**src/rtl/result_tx_queue_if.sv**
```systemverilog
// Handshake bundle between the hash pipeline / UART byte transmitter and result_tx_queue.
// The slave modport is the queue itself; the master modport is whatever drives it.
interface result_tx_queue_if #(
    parameter int DEPTH_LOG = 2
);
    logic                 in_valid;
    logic [255:0]         in_hash;
    logic [31:0]          in_nonce;
    logic [7:0]           tx_data;
    logic                 tx_valid;
    logic                 tx_ready;
    logic [DEPTH_LOG:0]   fifo_count;
    logic [7:0]           drop_count;
    logic                 busy;

    modport master (
        output in_valid, in_hash, in_nonce, tx_ready,
        input  tx_data, tx_valid, fifo_count, drop_count, busy
    );

    modport slave (
        input  in_valid, in_hash, in_nonce, tx_ready,
        output tx_data, tx_valid, fifo_count, drop_count, busy
    );
endinterface

```
**src/rtl/result_tx_queue.sv**
```systemverilog
// Filters pipeline results by difficulty, queues golden nonces in a small FIFO
// and serializes each one as a 10-byte frame towards a byte-wide UART transmitter.
module result_tx_queue #(
    parameter int          DEPTH_LOG = 2,
    parameter int          ZERO_BITS = 32,
    parameter logic [7:0]  SYNC_BYTE = 8'h55
) (
    input  logic              clk,
    input  logic              rst,
    result_tx_queue_if.slave  bus
);
    localparam int                 DEPTH   = 1 << DEPTH_LOG;
    localparam logic [DEPTH_LOG:0] DEPTH_C = (DEPTH_LOG + 1)'(DEPTH);
    // Shifting by the full width yields zero, so ZERO_BITS=256 gives an all-ones mask
    // and ZERO_BITS=0 gives an empty mask (every valid input is a hit).
    localparam logic [255:0]       HIT_MASK = ~({256{1'b1}} >> ZERO_BITS);

    typedef enum logic {IDLE, SEND} state_t;

    logic [63:0]          mem_q [DEPTH];
    logic [DEPTH_LOG-1:0] wr_ptr_q, wr_ptr_d;
    logic [DEPTH_LOG-1:0] rd_ptr_q, rd_ptr_d;
    logic [DEPTH_LOG:0]   count_q, count_d;
    logic [7:0]           drop_q, drop_d;

    state_t               state_q;
    logic [3:0]           idx_q;
    logic [63:0]          frame_q;
    logic                 tx_valid_q;
    logic [7:0]           tx_data_q;

    logic                 hit;
    logic                 push;
    logic                 pop;

    function automatic logic [7:0] frame_byte(input logic [63:0] e, input logic [3:0] i);
        logic [7:0] sum;
        sum = 8'h00;
        for (int k = 0; k < 8; k++) begin
            sum = sum ^ e[8*k +: 8];
        end
        if (i == 4'd0) begin
            return SYNC_BYTE;
        end else if (i >= 4'd9) begin
            return sum;
        end else begin
            return e[8*(int'(i) - 1) +: 8];
        end
    endfunction

    // Fullness is judged on the registered count, so a pop in the same cycle cannot save a hit.
    always_comb begin
        hit      = bus.in_valid && ((bus.in_hash & HIT_MASK) == '0);
        push     = hit && (count_q != DEPTH_C);
        pop      = (state_q == IDLE) && (count_q != '0);
        wr_ptr_d = wr_ptr_q;
        rd_ptr_d = rd_ptr_q;
        count_d  = count_q;
        drop_d   = drop_q;
        if (push) begin
            wr_ptr_d = wr_ptr_q + DEPTH_LOG'(1);
        end
        if (pop) begin
            rd_ptr_d = rd_ptr_q + DEPTH_LOG'(1);
        end
        if (push && !pop) begin
            count_d = count_q + (DEPTH_LOG + 1)'(1);
        end else if (pop && !push) begin
            count_d = count_q - (DEPTH_LOG + 1)'(1);
        end
        if (hit && !push && (drop_q != 8'hFF)) begin
            drop_d = drop_q + 8'd1;
        end
    end

    always_ff @(posedge clk) begin
        if (rst) begin
            wr_ptr_q <= '0;
            rd_ptr_q <= '0;
            count_q  <= '0;
            drop_q   <= '0;
        end else begin
            wr_ptr_q <= wr_ptr_d;
            rd_ptr_q <= rd_ptr_d;
            count_q  <= count_d;
            drop_q   <= drop_d;
            if (push) begin
                mem_q[wr_ptr_q] <= {bus.in_hash[255:224], bus.in_nonce};
            end
        end
    end

    // Frame sender: the next byte is loaded into tx_data on each accepted byte,
    // so tx_data never changes while a byte is waiting for tx_ready.
    always_ff @(posedge clk) begin
        if (rst) begin
            state_q    <= IDLE;
            idx_q      <= '0;
            frame_q    <= '0;
            tx_valid_q <= 1'b0;
            tx_data_q  <= '0;
        end else begin
            case (state_q)
                IDLE: begin
                    if (pop) begin
                        frame_q    <= mem_q[rd_ptr_q];
                        idx_q      <= '0;
                        tx_valid_q <= 1'b1;
                        tx_data_q  <= SYNC_BYTE;
                        state_q    <= SEND;
                    end
                end
                SEND: begin
                    if (tx_valid_q && bus.tx_ready) begin
                        if (idx_q == 4'd9) begin
                            tx_valid_q <= 1'b0;
                            state_q    <= IDLE;
                        end else begin
                            idx_q     <= idx_q + 4'd1;
                            tx_data_q <= frame_byte(frame_q, idx_q + 4'd1);
                        end
                    end
                end
                default: begin
                    state_q    <= IDLE;
                    tx_valid_q <= 1'b0;
                end
            endcase
        end
    end

    assign bus.tx_valid   = tx_valid_q;
    assign bus.tx_data    = tx_data_q;
    assign bus.fifo_count = count_q;
    assign bus.drop_count = drop_q;
    assign bus.busy       = (state_q == SEND) || (count_q != '0);
endmodule

```
**src/flat_wrapper.sv**
```systemverilog
// flat-port wrapper written by rule: the top's interface ports become plain ports
module result_tx_queue_flat 
#(
    parameter int          DEPTH_LOG = 2,
    parameter int          ZERO_BITS = 32,
    parameter logic [7:0]  SYNC_BYTE = 8'h55
)
  (clk, rst, bus_in_valid, bus_in_hash, bus_in_nonce, bus_tx_ready, bus_tx_data, bus_tx_valid, bus_fifo_count, bus_drop_count, bus_busy);
  result_tx_queue_if #(.DEPTH_LOG(DEPTH_LOG)) bus_i ();
  input  logic clk;
  input  logic rst;
  input wire logic [$bits(bus_i.in_valid)-1:0] bus_in_valid;
  input wire logic [$bits(bus_i.in_hash)-1:0] bus_in_hash;
  input wire logic [$bits(bus_i.in_nonce)-1:0] bus_in_nonce;
  input wire logic [$bits(bus_i.tx_ready)-1:0] bus_tx_ready;
  output wire logic [$bits(bus_i.tx_data)-1:0] bus_tx_data;
  output wire logic [$bits(bus_i.tx_valid)-1:0] bus_tx_valid;
  output wire logic [$bits(bus_i.fifo_count)-1:0] bus_fifo_count;
  output wire logic [$bits(bus_i.drop_count)-1:0] bus_drop_count;
  output wire logic [$bits(bus_i.busy)-1:0] bus_busy;
  assign bus_i.in_valid = bus_in_valid;
  assign bus_i.in_hash = bus_in_hash;
  assign bus_i.in_nonce = bus_in_nonce;
  assign bus_i.tx_ready = bus_tx_ready;
  assign bus_tx_data = bus_i.tx_data;
  assign bus_tx_valid = bus_i.tx_valid;
  assign bus_fifo_count = bus_i.fifo_count;
  assign bus_drop_count = bus_i.drop_count;
  assign bus_busy = bus_i.busy;
  result_tx_queue #(.DEPTH_LOG(DEPTH_LOG), .ZERO_BITS(ZERO_BITS), .SYNC_BYTE(SYNC_BYTE)) u_core (.clk(clk), .rst(rst), .bus(bus_i));
endmodule
```
**config.mk**
```make
export PLATFORM = sky130hd
export DESIGN_NAME = result_tx_queue_flat
export DESIGN_NICKNAME = d
export VERILOG_FILES = /design/src/rtl/result_tx_queue_if.sv /design/src/rtl/result_tx_queue.sv /design/src/flat_wrapper.sv
export SDC_FILE = /design/constraint.sdc
export NUM_CORES = 1
export LEC_CHECK = 0
export CORE_MARGIN = 4
export CORE_UTILIZATION = 36
export CTS_CLUSTER_DIAMETER = 150
export DETAILED_ROUTE_END_ITERATION = 10
export PLACE_DENSITY = 0.69
export SLEW_MARGIN = 20
export SYNTH_ARGS = -nofsm -noshare
export SYNTH_HDL_FRONTEND = slang
export SYNTH_SLANG_ARGS = --single-unit
```
**constraint.sdc**
```tcl
create_clock -name clk -period 3.6 [get_ports clk]
set_clock_uncertainty 0.15 [all_clocks]
set_input_delay 0.72 -clock clk [delete_from_list [all_inputs] [get_ports clk]]
set_output_delay 0.72 -clock clk [all_outputs]
set_load 0.01 [all_outputs]
```
; Yosys cells after proc, flatten, opt, wreduce, memory -nomap -nowiden
; Memory sizes are Yosys's and may differ from the RTL's. A register that Yosys moved wholly into a read port is not among the register bits.
; Cells that the tools add are included.
[totals]
ff_bits = 29
ram_bits = 256
output_inout_bits = 21
wordCells = 74
memories = 1
[classes]
add_sub_neg = 7
magnitude_cmp = 1
eq_ne = 7
n_shift = 1
n_mux = 23
n_bitwise = 8
n_reduce_logical = 18
[memory_table]
columns = memory, words, width, read_ports, rd_ports_with_merged_regs, write_ports, line_no
row1 = u_core.mem_q, 4, 64, 1, 1, 1, result_tx_queue.sv:20  ; logic [63:0] mem_q [DEPTH];
[ops]
columns = op, n
row1 = logical NOT 256 bit, 1
row2 = indexed part select 64 x 32 -> 8 bit, 1
row3 = bitwise XOR 8 bit, 7
row4 = 2-to-1 mux 8 bit, 5
row5 = one-hot mux 8 bit (2 select lines), 1
row6 = 2-to-1 mux 4 bit, 3
row7 = 2-to-1 mux 1 bit, 9
row8 = "adder 8 x 1 -> 8 bit, second input constant", 1
row9 = logical AND 1 bit, 8
row10 = "inequality test 8 bit, second input constant", 1
row11 = one-hot mux 4 bit (2 select lines), 1
row12 = 2-to-1 mux 3 bit, 2
row13 = "inequality test 2 bit, second input constant", 3
row14 = AND reduction 3 bit, 2
row15 = "subtractor 4 x 1 -> 5 bit, second input constant", 1
row16 = "adder 2 x 1 -> 2 bit, second input constant", 2
row17 = "adder 4 x 1 -> 4 bit, second input constant", 1
row18 = "== test 4 bit, second input constant", 1
row19 = "greater-or-equal comparator 4 bit, second input constant", 1
row20 = logical NOT 4 bit, 1
row21 = one-hot mux 1 bit (2 select lines), 2
row22 = "adder 3 x 1 -> 3 bit, second input constant", 1
row23 = "inequality test 3 bit, second input constant", 1
row24 = nonzero test 3 bit, 1
row25 = other kinds (7), 8

; Depth between registers and ports, before layout
; Gate-level depths: netlist of run 1.
[logic_depth]
ltp_word = 12
mapped_depth = 10
ltp_nobuf = 9

; Worst setup path after synthesis of run 1
; No wires, ideal clock.
[synth_timing]
kind = in2reg
from = input port bus_in_hash[242]
to = memory u_core.mem_q[0][0], enable pin
setup_ns = 0.429
t_arrival_ns = 3.295
required_ns = 3.021
path_slack_ns = -0.274
cell_stages = 4
n_path_buf = 0
path_cell_list = nor4_2 -> nand4_1 -> nor4_2 -> and3_1
[synth_via]
elab_chain_len = 6
[synth_lines]
columns = element, line_no
row1 = start: declaration, flat_wrapper.sv:13  ; input wire logic [$bits(bus_i.in_hash)-1:0] bus_in_hash;
row2 = logical NOT 256 bit, result_tx_queue.sv:53  ; hit = bus.in_valid && ((bus.in_hash & HIT_MASK) == '0);
row3 = logical AND 1 bit, result_tx_queue.sv:53
row4 = logical AND 1 bit, result_tx_queue.sv:54  ; push = hit && (count_q != DEPTH_C);
row5 = via u_core.push, result_tx_queue.sv:33  ; logic push;
row6 = 2-to-1 mux 1 bit, result_tx_queue.sv:87  ; if (push) begin
row7 = 2-to-1 mux 1 bit, result_tx_queue.sv:77  ; if (rst) begin
row8 = 2-to-1 mux 1 bit (implied by the code), result_tx_queue.sv:88  ; mem_q[wr_ptr_q] <= {bus.in_hash[255:224], bus.in_nonce};
row9 = end: declaration, result_tx_queue.sv:20
; The timed path passes the listed nets, and every way through them passes these cells.

; Worst setup path after layout of run 1
[layout_timing]
from = input port bus_in_hash[224]
to = register u_core.count_q[2], in the netlist u_core.bus.fifo_count[2]
[layout_via]
elab_chain_len = 6
elab_cells_between_ends = 8
cone_classes = 1 x mux / 7 x reduce/logical
[layout_lines]
columns = element, line_no
row1 = logical NOT 256 bit *, result_tx_queue.sv:53
row2 = logical AND 1 bit *, result_tx_queue.sv:53
row3 = logical AND 1 bit *, result_tx_queue.sv:54
row4 = via u_core.push, result_tx_queue.sv:33
row5 = logical NOT 1 bit, result_tx_queue.sv:68  ; end else if (pop && !push) begin
row6 = logical AND 1 bit, result_tx_queue.sv:68
row7 = nonzero test 2 bit (no source line), --
row8 = end signal: assignment, result_tx_queue.sv:85  ; count_q <= count_d;
row9 = end: declaration, result_tx_queue.sv:23  ; logic [DEPTH_LOG:0] count_q, count_d;
; The timed path passes the listed nets; every way through them passes the cells marked *.
; A chain may end at the register's enable or synchronous reset.

==> flow_metrics.env, run 1 <==
export IMPL_layout_setup_ws_ns=0.3359
export IMPL_num_antenna_cells=0
export IMPL_grt_pass1_vias=8025
export IMPL_hold_violations=0
export IMPL_drt_pass1_iter_count=5
export IMPL_yosysSeqAreaShare_pct=68.15
export IMPL_final_area_mm2=0.01710
export IMPL_drive_gt1_share_pct=19.57
export IMPL_crit_arrival_ns=3.56
export IMPL_design_core_area_mm2=0.03856
export IMPL_crit_required_ns=3.89
export IMPL_rows=72
export IMPL_slew_headroom_pct=43.84
export IMPL_fmax_mhz=306.4
export IMPL_fin_crit_ns=3.264
export IMPL_crit_path_frequent_cell="buf_4"
export IMPL_startpoint="bus_in_hash[224]"
export IMPL_route_detailed_drc=0
export IMPL_finalSetupTns_ns=0
export IMPL_cts_sinks=349
export IMPL_synth_edff_count=256
export IMPL_r2r_start="u_core.idx_q[0]"
export IMPL_synthCells=897
export IMPL_vias=7875
export IMPL_synth_area_mm2=0.01401
export IMPL_final_nets=1336
export IMPL_syn_nets=1200
export IMPL_ys_types=51
export IMPL_dpl_instance_area_mm2=0.01591
export IMPL_grt_busiest_layer="met2"
export IMPL_synth_ff_type="edfxtp_1"
export IMPL_finalNonFillerCells=1581
export IMPL_status="completed"
export IMPL_die_h_um=205.3
export IMPL_hold_path_class="reg -> reg"
export IMPL_cp_max_fo=5
export IMPL_grt_pass1_wl_um=46130
export IMPL_yosys_register_bits=349
export IMPL_clk_path_buf_depth=3
export IMPL_regToRegSetupSlack_ns=0.74
export IMPL_p_per_area_mw_per_mm2=681.1
export IMPL_path_cells="clkdlybuf4s50_1, nor4_1, buf_4, nand4_1, buf_4, nor4_2, ha_1, inv_1, fa_1, xor2_1, or3_1, a21oi_1"
export IMPL_ios=313
export IMPL_drv_slew=0
export IMPL_p_leak_nw=5.401
export IMPL_power_mw=11.65
export IMPL_tightest_slew_ns=0.8412
export IMPL_rsz0062_at_grt="no"
export IMPL_cts_root_buffer_cell="clkbuf_16"
export IMPL_antenna_found_initial=0
export IMPL_critical_path_class="in -> reg"
export IMPL_drt_wl_total_um=29520
export IMPL_globalRouteMet1Util_pct=19.38
export IMPL_grt_use_met3_pct=2.711
export IMPL_ant_nets=0
export IMPL_path_clk_slew_ns=0.06
export IMPL_grtUsageTotal_pct=14.01
export IMPL_grt_overflow=0
export IMPL_crit_path_start_kind="input pin"
export IMPL_die_area_mm2=0.04214
export IMPL_die_w_um=205.3
export IMPL_cts_setup_buffers=0
export IMPL_grtUsageMet2_pct=23.00
export IMPL_ys_warn_count=0
export IMPL_dp_cells=1511
export IMPL_drt_iter0_drc=570
export IMPL_finalSetupViolations=0
export IMPL_max_stage_delay_ns=0.50
export IMPL_finalCritPeriodShare_pct=90.67
export IMPL_cts_hold_buf=0
export IMPL_gp_congestion=0.7816
export IMPL_layout_common_cells="edfxtp_1 (256), nand2_1 (140), dfxtp_1 (91)"
export IMPL_h_tree_depth=2
export IMPL_avgRoutedWirePerCell_um=18.67
export IMPL_hold_worst_slack_ns=0.3238
export IMPL_start_util_pct=36.34
export IMPL_slowest_stage="clkdlybuf4s50_1"
export IMPL_clk_latency_ns=0.52
export IMPL_syn_area_per_cell_um2=15.62
export IMPL_cts_buffers=38
export IMPL_viasPerCell=4.981
export IMPL_layout_commonest_cell="edfxtp_1"
export IMPL_maxCapViolCount=0
export IMPL_ctsResizeCount=0
export IMPL_endpoint_kind="flop"
export IMPL_area_delta_synth_final_pct=22.06
export IMPL_postLayoutCoreUtil_pct=44.36
export IMPL_tritoncts="yes"
export IMPL_dp_hpwl_um=19540
export IMPL_portBuffers=88
export IMPL_async_reset_ff_share_pct=0
export IMPL_peakVddDrop_mv=0.3552
export IMPL_grt_max_degree=69
export IMPL_hold_start="u_core.bus.tx_data[7]"
export IMPL_place_ws_ns=-0.1815
[layout make-up]
| cell class | instances | area [µm²] |
|---|---|---|
| fillers | 3495 | 21450 |
| clock inverters | 9 | 75.07 |
| well taps | 518 | 648.1 |
| clock buffers | 61 | 1122 |
| flip-flops and latches | 349 | 9554 |
| inverters | 10 | 37.54 |
| repair buffers | 145 | 1429 |
| multi-input cells | 489 | 4238 |
[cells in the mapped netlist, types with 2 or more instances]
library cell	number	area, µm²
a2111oi_0	3	26.28
a21oi_1	78	390.4
a2bb2oi_1	4	35.03
a32oi_1	4	35.03
a41oi_1	2	17.52
and2_1	2	12.51
and3_1	5	31.28
buf_1	9	33.78
buf_2	6	30.03
clkbuf_1	32	120.1
dfxtp_1	93	1862
edfxtp_1	256	7687
ha_1	10	125.1
inv_1	10	37.54
mux2i_1	8	80.08
mux4_2	80	1802
nand2_1	140	525.5
nand2b_1	3	18.77
nand3_1	4	20.02
nand4_1	3	18.77
nor2_1	23	86.33
nor3_1	6	30.03
nor3b_1	2	15.01
nor4_1	3	18.77
nor4_2	4	50.05
nor4bb_1	2	20.02
o21ai_0	6	30.03
o221ai_1	4	35.03
o22ai_1	2	12.51
o31ai_1	3	22.52
or2_2	2	12.51
or3_1	5	31.28
or3_2	2	15.01
or4_1	2	15.01
xnor2_1	55	481.7
xor2_1	9	78.83
[worst max-delay path: cells and delay by family]
kind	cells	cell delay [ns]
AOI/OAI and AO/OA	1	0.14
xor gates and xnor gates	1	0.17
and+or+nand+nor	4	1.02
buffers and inverters	4	0.91
adders and majority gates	2	0.60
[final timing paths]
kind                                                  to  cells after the start
worst max-delay path            u_core.bus.fifo_count[2]                     12
worst min-delay path               u_core.bus.tx_data[7]                      2
worst max register to register     u_core.bus.tx_data[4]                      7
worst min register to register     u_core.bus.tx_data[7]                      2
[report_power, final]
part / switching (mW) / internal, mW
Combinational: 1.45 / 1.45
Clock: 1.51 / 2.16
Sequential: 0.438 / 4.64
[state kept, by name, summed over array words and instances (netlist names)]
register,count
u_core.wr_ptr_q,2
u_core.bus.tx_valid,1
u_core.idx_q,4
u_core.state_q,1
u_core.mem_q,256
u_core.bus.drop_count,8
u_core.rd_ptr_q,2
u_core.frame_q,64
u_core.bus.fifo_count,3
u_core.bus.tx_data,8
[layer usage]
| metal | vias up | wire, µm |
|---|---|---|
| met4 | 0 | 580 |
| met5 | - | 0 |
| met2 | 180 | 14480 |
| met1 | 3970 | 13030 |
| met3 | 40 | 1425 |
| li1 | 3685 | - |
[cell families (layout without fill, tap and decap cells)]
| group | Yosys count | in the layout | share of synthesized area (%) |
|---|---|---|---|
| xor gates and xnor gates | 64 | 64 | 4.000 |
| buffers and inverters | 59 | 225 | 1.697 |
| muxes | 88 | 88 | 13.43 |
| adders and majority gates | 11 | 11 | 1.036 |
| DFF | 349 | 349 | 68.15 |
| and+or+nand+nor | 214 | 214 | 7.036 |
| AOI/OAI and AO/OA | 112 | 112 | 4.652 |
Note: power is estimated with default switching activity, not from simulation.
==> run 2, diff against run 1 <==
- PLACE_DENSITY: 0.69 -> 0.66
- clock period: 3.6 -> 3.5 ns (I/O delays scaled with it)
==> run 2 against run 1 <==
Sequential power up 3%. Count of clock-buffer cells in the layout down 5. Worst hold slack worse by 0.0063 ns. First-iteration DRC count down 3.2%. Sequential share of layout area up 0.30 points. Global-route usage up 0.26 points. Die area unchanged. Clock power down 2%. Register-to-register slack worse by 0.11 ns. Via count about the same. Largest cell class unchanged.
==> flow_metrics.env, run 2 (same netlist as run 1, synthesis figures left out) <==
export IMPL_largestRegisters="u_core.mem_q (256), u_core.frame_q (64)"
export IMPL_cts_sinks=349
export IMPL_ios=313
export IMPL_fin_crit_ns=3.186
export IMPL_tritoncts="yes"
export IMPL_register_area_mm2=0.009554
export IMPL_p_leak_nw=5.365
export IMPL_avgRoutedWirePerCell_um=18.94
export IMPL_die_w_um=205.3
export IMPL_die_area_mm2=0.04214
export IMPL_final_nets=1335
export IMPL_finalCritPeriodShare_pct=91.02
export IMPL_vias=7870
export IMPL_crit_required_ns=3.80
export IMPL_route_detailed_drc=0
export IMPL_p_per_area_mw_per_mm2=695.1
export IMPL_antenna_found_initial=1
export IMPL_drt_wl_total_um=29850
export IMPL_rows=72
export IMPL_grt_overflow=0
export IMPL_area_delta_synth_final_pct=21.42
export IMPL_maxCapViolCount=0
export IMPL_peakVddDrop_mv=0.3851
export IMPL_drv_slew=0
export IMPL_hold_path_class="reg -> reg"
export IMPL_tightest_slew_ns=0.6812
export IMPL_viasPerCell=4.994
export IMPL_slew_headroom_pct=54.59
export IMPL_clk_latency_ns=0.52
export IMPL_finalSetupViolations=0
export IMPL_h_tree_depth=2
export IMPL_gp_congestion=0.7817
export IMPL_multi_input_area_mm2=0.004238
export IMPL_cts_root_buffer_cell="clkbuf_16"
export IMPL_cp_max_fo=5
export IMPL_drt_iter0_drc=552
export IMPL_ctsResizeCount=0
export IMPL_top_register="u_core.mem_q"
export IMPL_place_ws_ns=-0.2590
export IMPL_power_mw=11.83
export IMPL_rsz0062_at_grt="no"
export IMPL_endpoint_kind="flop"
export IMPL_grtUsageTotal_pct=14.27
export IMPL_postLayoutCoreUtil_pct=44.13
export IMPL_cts_buffers=37
export IMPL_start_util_pct=36.34
export IMPL_largest_register_ffs=256
export IMPL_drt_pass1_iter_count=5
export IMPL_grt_pass1_wl_um=46750
export IMPL_cts_hold_buf=0
export IMPL_crit_path_start_kind="input pin"
export IMPL_cts_setup_buffers=0
export IMPL_fill_cells=3499
export IMPL_path_clk_slew_ns=0.06
export IMPL_drive_gt1_share_pct=19.38
export IMPL_fmax_mhz=313.9
export IMPL_critical_path_class="in -> reg"
export IMPL_layout_common_cells="edfxtp_1 (256), nand2_1 (140), dfxtp_1 (91)"
export IMPL_dp_hpwl_um=19880
export IMPL_die_h_um=205.3
export IMPL_num_antenna_cells=0
export IMPL_clk_path_buf_depth=3
export IMPL_layout_setup_ws_ns=0.3142
export IMPL_grt_max_degree=69
export IMPL_layout_commonest_cell="edfxtp_1"
export IMPL_status="completed"
export IMPL_design_core_area_mm2=0.03856
export IMPL_crit_arrival_ns=3.49
export IMPL_portBuffers=88
export IMPL_hold_violations=0
export IMPL_grt_pass1_vias=7972
export IMPL_ant_nets=0
==> run 2: changes by cell type in the layout (fill, tap and decap cells not counted), sizes merged <==
cell,previous run,this run
clkbuf,61,56
clkinvlp,2,1
bufinv,0,1
inv,12,10
clkinv,5,7
==> run 2: metal layers <==
layer / vias up / part of all wire (%) / GRT usage (%)
li1: 3691 / - / -
met1: 3986 / 44 / 19.63
met2: 157 / 49 / 23.48
met3: 36 / 4.6 / 2.853
met4: 0 / 1.7 / 3.589
met5: - / 0 / 0
==> run 2: through the flow <==
step	TNS (ns)	hold WS (ns)	std cells	cell area (µm²)
final	0	0.3175	1576	17010
after global routing	0	0.3512	1576	17010
after CTS	0	0.3243	1576	17010
after detailed placement	-1.010	0.3058	1511	15910
after global placement	-0.2063	0.3067	1511	15910
after floorplan	0	0.3076	897	14020
==> run 2: cell type report <==
type / instances / area share (%)
sequential: 349 / 56.16
clock inverter: 9 / 0.4559
clock buffer: 56 / 6.052
inverter: 10 / 0.2206
timing repair buffer: 145 / 8.398
multi-input combinational: 489 / 24.91
tap: 518 / 3.809
==> run 2: final timing paths <==
kind                          from                  endpoint  slack [ns]  cells past startpoint
max               bus_in_hash[249]  u_core.bus.fifo_count[2]        0.31                     12
min          u_core.bus.tx_data[5]     u_core.bus.tx_data[5]        0.32                      2
max reg2reg        u_core.idx_q[1]     u_core.bus.tx_data[6]        0.63                      7
min reg2reg  u_core.bus.tx_data[5]     u_core.bus.tx_data[5]        0.32                      2
==> run 2: worst max-delay path: stages <==
cell and delay (ns):
clkdlybuf4s50_1 0.47, nor4_1 0.32, buf_4 0.18, nand4_1 0.10, buf_4 0.18, nor4_2 0.26
ha_1 0.22, inv_1 0.06, fa_1 0.37, xor2_1 0.17, or3_1 0.30, a21oi_1 0.14
==> run 2: where the power goes <==
part | leakage [nW] | switching (mW) | internal [mW]
Sequential | 3.06 | 0.449 | 4.77
Clock | 0.540 | 1.50 | 2.10
Combinational | 1.76 | 1.50 | 1.49
Total | 5.36 | 3.45 | 8.37
==> run 3, diff against run 2 <==
- CTS_BUF_LIST: default -> sky130_fd_sc_hd__clkbuf_4 sky130_fd_sc_hd__clkbuf_8 sky130_fd_sc_hd__clkbuf_16
==> run 3 against run 2 <==
Utilization increased by 0.15 points. Clock power increased by 3%. Non-clock buffer count unchanged. Critical path depth unchanged. Wire length increased by 0.17%. Worst hold slack got worse by 0.00052 ns. Register-to-register slack about the same. Combinational power about the same. Cell count unchanged. Critical path type unchanged. Critical endpoint unchanged.
==> flow_metrics.env, run 3 (same netlist as run 1, synthesis figures left out) <==
export IMPL_cts_root_buffer_cell="clkbuf_16"
export IMPL_dp_hpwl_um=19880
export IMPL_largestRegisters="u_core.mem_q (256), u_core.frame_q (64)"
export IMPL_drt_pass1_iter_count=4
export IMPL_layout_commonest_cell="edfxtp_1"
export IMPL_largest_register_ffs=256
export IMPL_rows=72
export IMPL_path_clk_slew_ns=0.06
export IMPL_crit_arrival_ns=3.50
export IMPL_die_area_mm2=0.04214
export IMPL_clk_path_buf_depth=3
export IMPL_postLayoutCoreUtil_pct=44.28
export IMPL_multi_input_area_mm2=0.004238
export IMPL_maxCapViolCount=0
export IMPL_grt_pass1_wl_um=46760
export IMPL_fmax_mhz=312.6
export IMPL_crit_path_start_kind="input pin"
export IMPL_crit_required_ns=3.80
export IMPL_crit_path_end="u_core.bus.fifo_count[2]"
export IMPL_slew_headroom_pct=54.40
export IMPL_fin_crit_ns=3.199
export IMPL_regToRegSetupSlack_ns=0.64
export IMPL_avgRoutedWirePerCell_um=18.97
export IMPL_startpoint="bus_in_hash[249]"
export IMPL_dpl_instance_area_mm2=0.01591
export IMPL_start_util_pct=36.34
export IMPL_viasPerCell=4.992
export IMPL_power_mw=11.94
export IMPL_clk_latency_ns=0.51
export IMPL_rr_worst_depth=7
export IMPL_cts_buffers=37
export IMPL_finalCritPeriodShare_pct=91.40
export IMPL_cts_sinks=349
export IMPL_route_detailed_drc=0
export IMPL_critical_path_class="in -> reg"
export IMPL_gp_congestion=0.7817
export IMPL_drv_slew=0
export IMPL_portBuffers=88
export IMPL_r2r_start="u_core.idx_q[1]"
export IMPL_grt_overflow=0
export IMPL_vias=7868
export IMPL_grtUsageTotal_pct=14.28
export IMPL_rsz0062_at_grt="no"
export IMPL_cts_setup_buffers=0
export IMPL_grt_pass1_vias=7951
export IMPL_drt_iter0_drc=545
export IMPL_peakVddDrop_mv=0.3868
export IMPL_p_per_area_mw_per_mm2=699.6
export IMPL_hold_path_class="reg -> reg"
export IMPL_antenna_found_initial=1
export IMPL_hold_violations=0
export IMPL_h_tree_depth=2
export IMPL_cts_hold_buf=0
export IMPL_final_nets=1335
export IMPL_cp_max_fo=5
export IMPL_tightest_slew_ns=0.6840
export IMPL_p_leak_nw=5.413
export IMPL_ctsResizeCount=0
export IMPL_drt_wl_total_um=29900
export IMPL_register_area_mm2=0.009554
export IMPL_finalSetupViolations=0
export IMPL_reg2reg_to="u_core.bus.tx_data[6]"
export IMPL_die_w_um=205.3
export IMPL_die_h_um=205.3
export IMPL_layout_common_cells="edfxtp_1 (256), nand2_1 (140), dfxtp_1 (91)"
export IMPL_ant_nets=0
export IMPL_ios=313
export IMPL_grt_max_degree=69
export IMPL_endpoint_kind="flop"
export IMPL_drive_gt1_share_pct=20.70
export IMPL_num_antenna_cells=0
export IMPL_fill_cells=3491
export IMPL_status="completed"
export IMPL_final_area_mm2=0.01707
export IMPL_top_register="u_core.mem_q"
export IMPL_layout_setup_ws_ns=0.3012
export IMPL_design_core_area_mm2=0.03856
export IMPL_tritoncts="yes"
export IMPL_finalSetupTns_ns=0
export IMPL_place_ws_ns=-0.2590
export IMPL_area_delta_synth_final_pct=21.83
==> run 3: cell count changes in the layout (fill, tap and decap cells not counted) <==
cell,before,now
clkbuf_2,2,0
clkbuf_1,14,0
clkbuf_4,0,16
==> run 3: critical path, stage by stage <==
cell,delay [ns]
clkdlybuf4s50_1,0.47
nor4_1,0.32
buf_4,0.18
nand4_1,0.10
buf_4,0.18
nor4_2,0.27
ha_1,0.22
inv_1,0.05
fa_1,0.37
xor2_1,0.17
or3_1,0.30
a21oi_1,0.14
==> run 3: power by group <==
part | internal (mW) | switching, mW
sequential | 4.77 | 0.447
combinational | 1.49 | 1.50
clock | 2.22 | 1.50
total | 8.49 | 3.45
==> run 3: cell type report <==
type	count	area share, %
Timing Repair Buffer	145	8.370
Sequential cell	349	55.97
Inverter	10	0.2199
Tap cell	518	3.797
Clock inverter	9	0.4544
Multi-Input combinational cell	489	24.82
Clock buffer	56	6.369
==> run 3: through the flow <==
stage               instances  hold WS, ns
finish                   1576       0.3170
detailed placement       1511       0.3058
global placement         1511       0.3067
floorplan                 897       0.3076
CTS                      1576       0.3246
global route             1576       0.3512
==> run 3: worst min path at each step <==
stage / startpoint / slack (ns) / depth (start not counted) / end
2_1_floorplan: u_core.frame_q[40] / 0.31 / 2 / u_core.frame_q[40]
3_3_place_gp: u_core.bus.tx_data[5] / 0.31 / 2 / u_core.bus.tx_data[5]
3_5_place_dp: u_core.bus.tx_data[3] / 0.31 / 2 / u_core.bus.tx_data[3]
4_1_cts: u_core.bus.tx_data[3] / 0.32 / 2 / u_core.bus.tx_data[3]
5_1_grt: u_core.frame_q[52] / 0.35 / 2 / u_core.frame_q[52]
6_report: u_core.bus.tx_data[5] / 0.32 / 2 / u_core.bus.tx_data[5]
==> run 3: layer usage <==
layer  track usage [%]  wire, µm
met3             2.853      1408
met5                 0         0
met1             19.62     13270
met2             23.51     14690
met4             3.589       529
==> patch, RTL diff (flow settings as in run 3) <==
`DEPTH_LOG` is set to 2 in 3 places; all go to 1.
--- a/src/rtl/result_tx_queue_if.sv
+++ b/src/rtl/result_tx_queue_if.sv
@@ -3,3 +3,3 @@
 interface result_tx_queue_if #(
-    parameter int DEPTH_LOG = 2
+    parameter int DEPTH_LOG = 1
 );
--- a/src/rtl/result_tx_queue.sv
+++ b/src/rtl/result_tx_queue.sv
@@ -3,3 +3,3 @@
 module result_tx_queue #(
-    parameter int          DEPTH_LOG = 2,
+    parameter int          DEPTH_LOG = 1,
     parameter int          ZERO_BITS = 32,
--- a/src/flat_wrapper.sv
+++ b/src/flat_wrapper.sv
@@ -3,3 +3,3 @@
 #(
-    parameter int          DEPTH_LOG = 2,
+    parameter int          DEPTH_LOG = 1,
     parameter int          ZERO_BITS = 32,
Ports: changed (resized bus_fifo_count); port bits go from 313 to 312. No check against the original RTL was run, so the function may have changed too.
==> patch against run 3 <==
Critical path depth shrank 4. Final area decreased by 33%. Largest cell class unchanged. Power is 27% lower. Synthesized cell count decreased by 20%. Area after synthesis is 34% lower. Largest power group unchanged. Global-route usage down 0.26 points. Register-to-register slack better by 0.22 ns. First-iteration DRC count down 27%. Routed wire length fell by 33%. Worst setup slack improved by 0.37 ns. Sequential cell count decreased by 131.
==> patch: results <==
set metrics [dict create \
    status "finished clean" \
    p_seq_share_pct 41.8 \
    gp_congestion 0.852 \
    synthMuxAreaShare_pct 10.4 \
    synth_commonest_cells "edfxtp_1 (128), dfxtp_1 (90), nor2_1 (81)" \
    yosysSeqAreaShare_pct 61.4 \
    synth_edf_count 128 \
    met3_usage_pct 2.68 \
    finalCriticalPeriod_ns 2.83 \
    synth_cells 721 \
    cts_inserted_buffers 24 \
    buffer_area_share_pct 9.34 \
    drt-pass1-iter-count 5 \
    dp_slack_ns 0.110 \
    p_total_mw 8.70 \
    drt_first_iter_violations 399 \
    ys_ff_latch 218 \
    multi_input_cells 452 \
    synth_xor_area_share_pct 6.00 \
    worstMarginPinSlew_ns 0.872 \
    synth.area.top_cells "edfxtp_1 (42%), dfxtp_1 (20%), mux2i_1 (7.1%)" \
    num-nonclk-inverters 7 \
    grt_pass1_vias 5599 \
    clk_share_pct 7.15 \
    r2r_slack_ns 0.86 \
    fillCellCount 2281 \
    reg2reg_depth 9 \
    synth_nets 1019 \
    p_clk_share_pct 28.7 \
    design.die.area_mm2 0.0282 \
    synth-compound-area-share_pct 9.24 \
    synthDistinctLibCells 46 \
    crit_fanout 11 \
    hp-start "u_core.bus.tx_data[7]$_SDFFE_PP0P_" \
    critPathSlowestCell "or4_4" \
    dr_wl_met2_um 8760 \
    dp_hpwl_um 14200 \
    wl_met3_um 989 \
    synth-adder-area-share_pct 0.816 \
    grtUsageMet1_pct 21.2 \
    final_cells 1156 \
    detail_route.vias_per_cell 5.01 \
    grt_start_max_net_pins 130 \
    grt_pass1_wl_um 31500 \
]
patch: cell types whose count changed after synthesis, moves of 6 or more:
cell      before  now
a211oi_1       1   69
a21oi_1       78   16
edfxtp_1     256  128
mux2_2         0    7
mux2i_1        8   65
mux4_2        80   10
nand2_1      140   17
nand3_1        4   12
nor2_1        23   81
nor2b_1        0   10
o21ai_0        6   12
patch: how the worst max path moves through the flow:
stage / start / to / cells after the start
6_report: bus_in_hash[224] / u_core.bus.drop_count[5]$_SDFFE_PP0P_ / 8
3_5_place_dp: bus_in_hash[250] / u_core.mem_q[0][1]$_DFFE_PP_ / 6
3_3_place_gp: bus_in_hash[250] / u_core.mem_q[0][8]$_DFFE_PP_ / 6
4_1_cts: bus_in_hash[225] / u_core.mem_q[0][3]$_DFFE_PP_ / 8
2_1_floorplan: bus_in_hash[247] / u_core.mem_q[0][0]$_DFFE_PP_ / 4
5_1_grt: bus_in_hash[224] / u_core.mem_q[0][3]$_DFFE_PP_ / 8
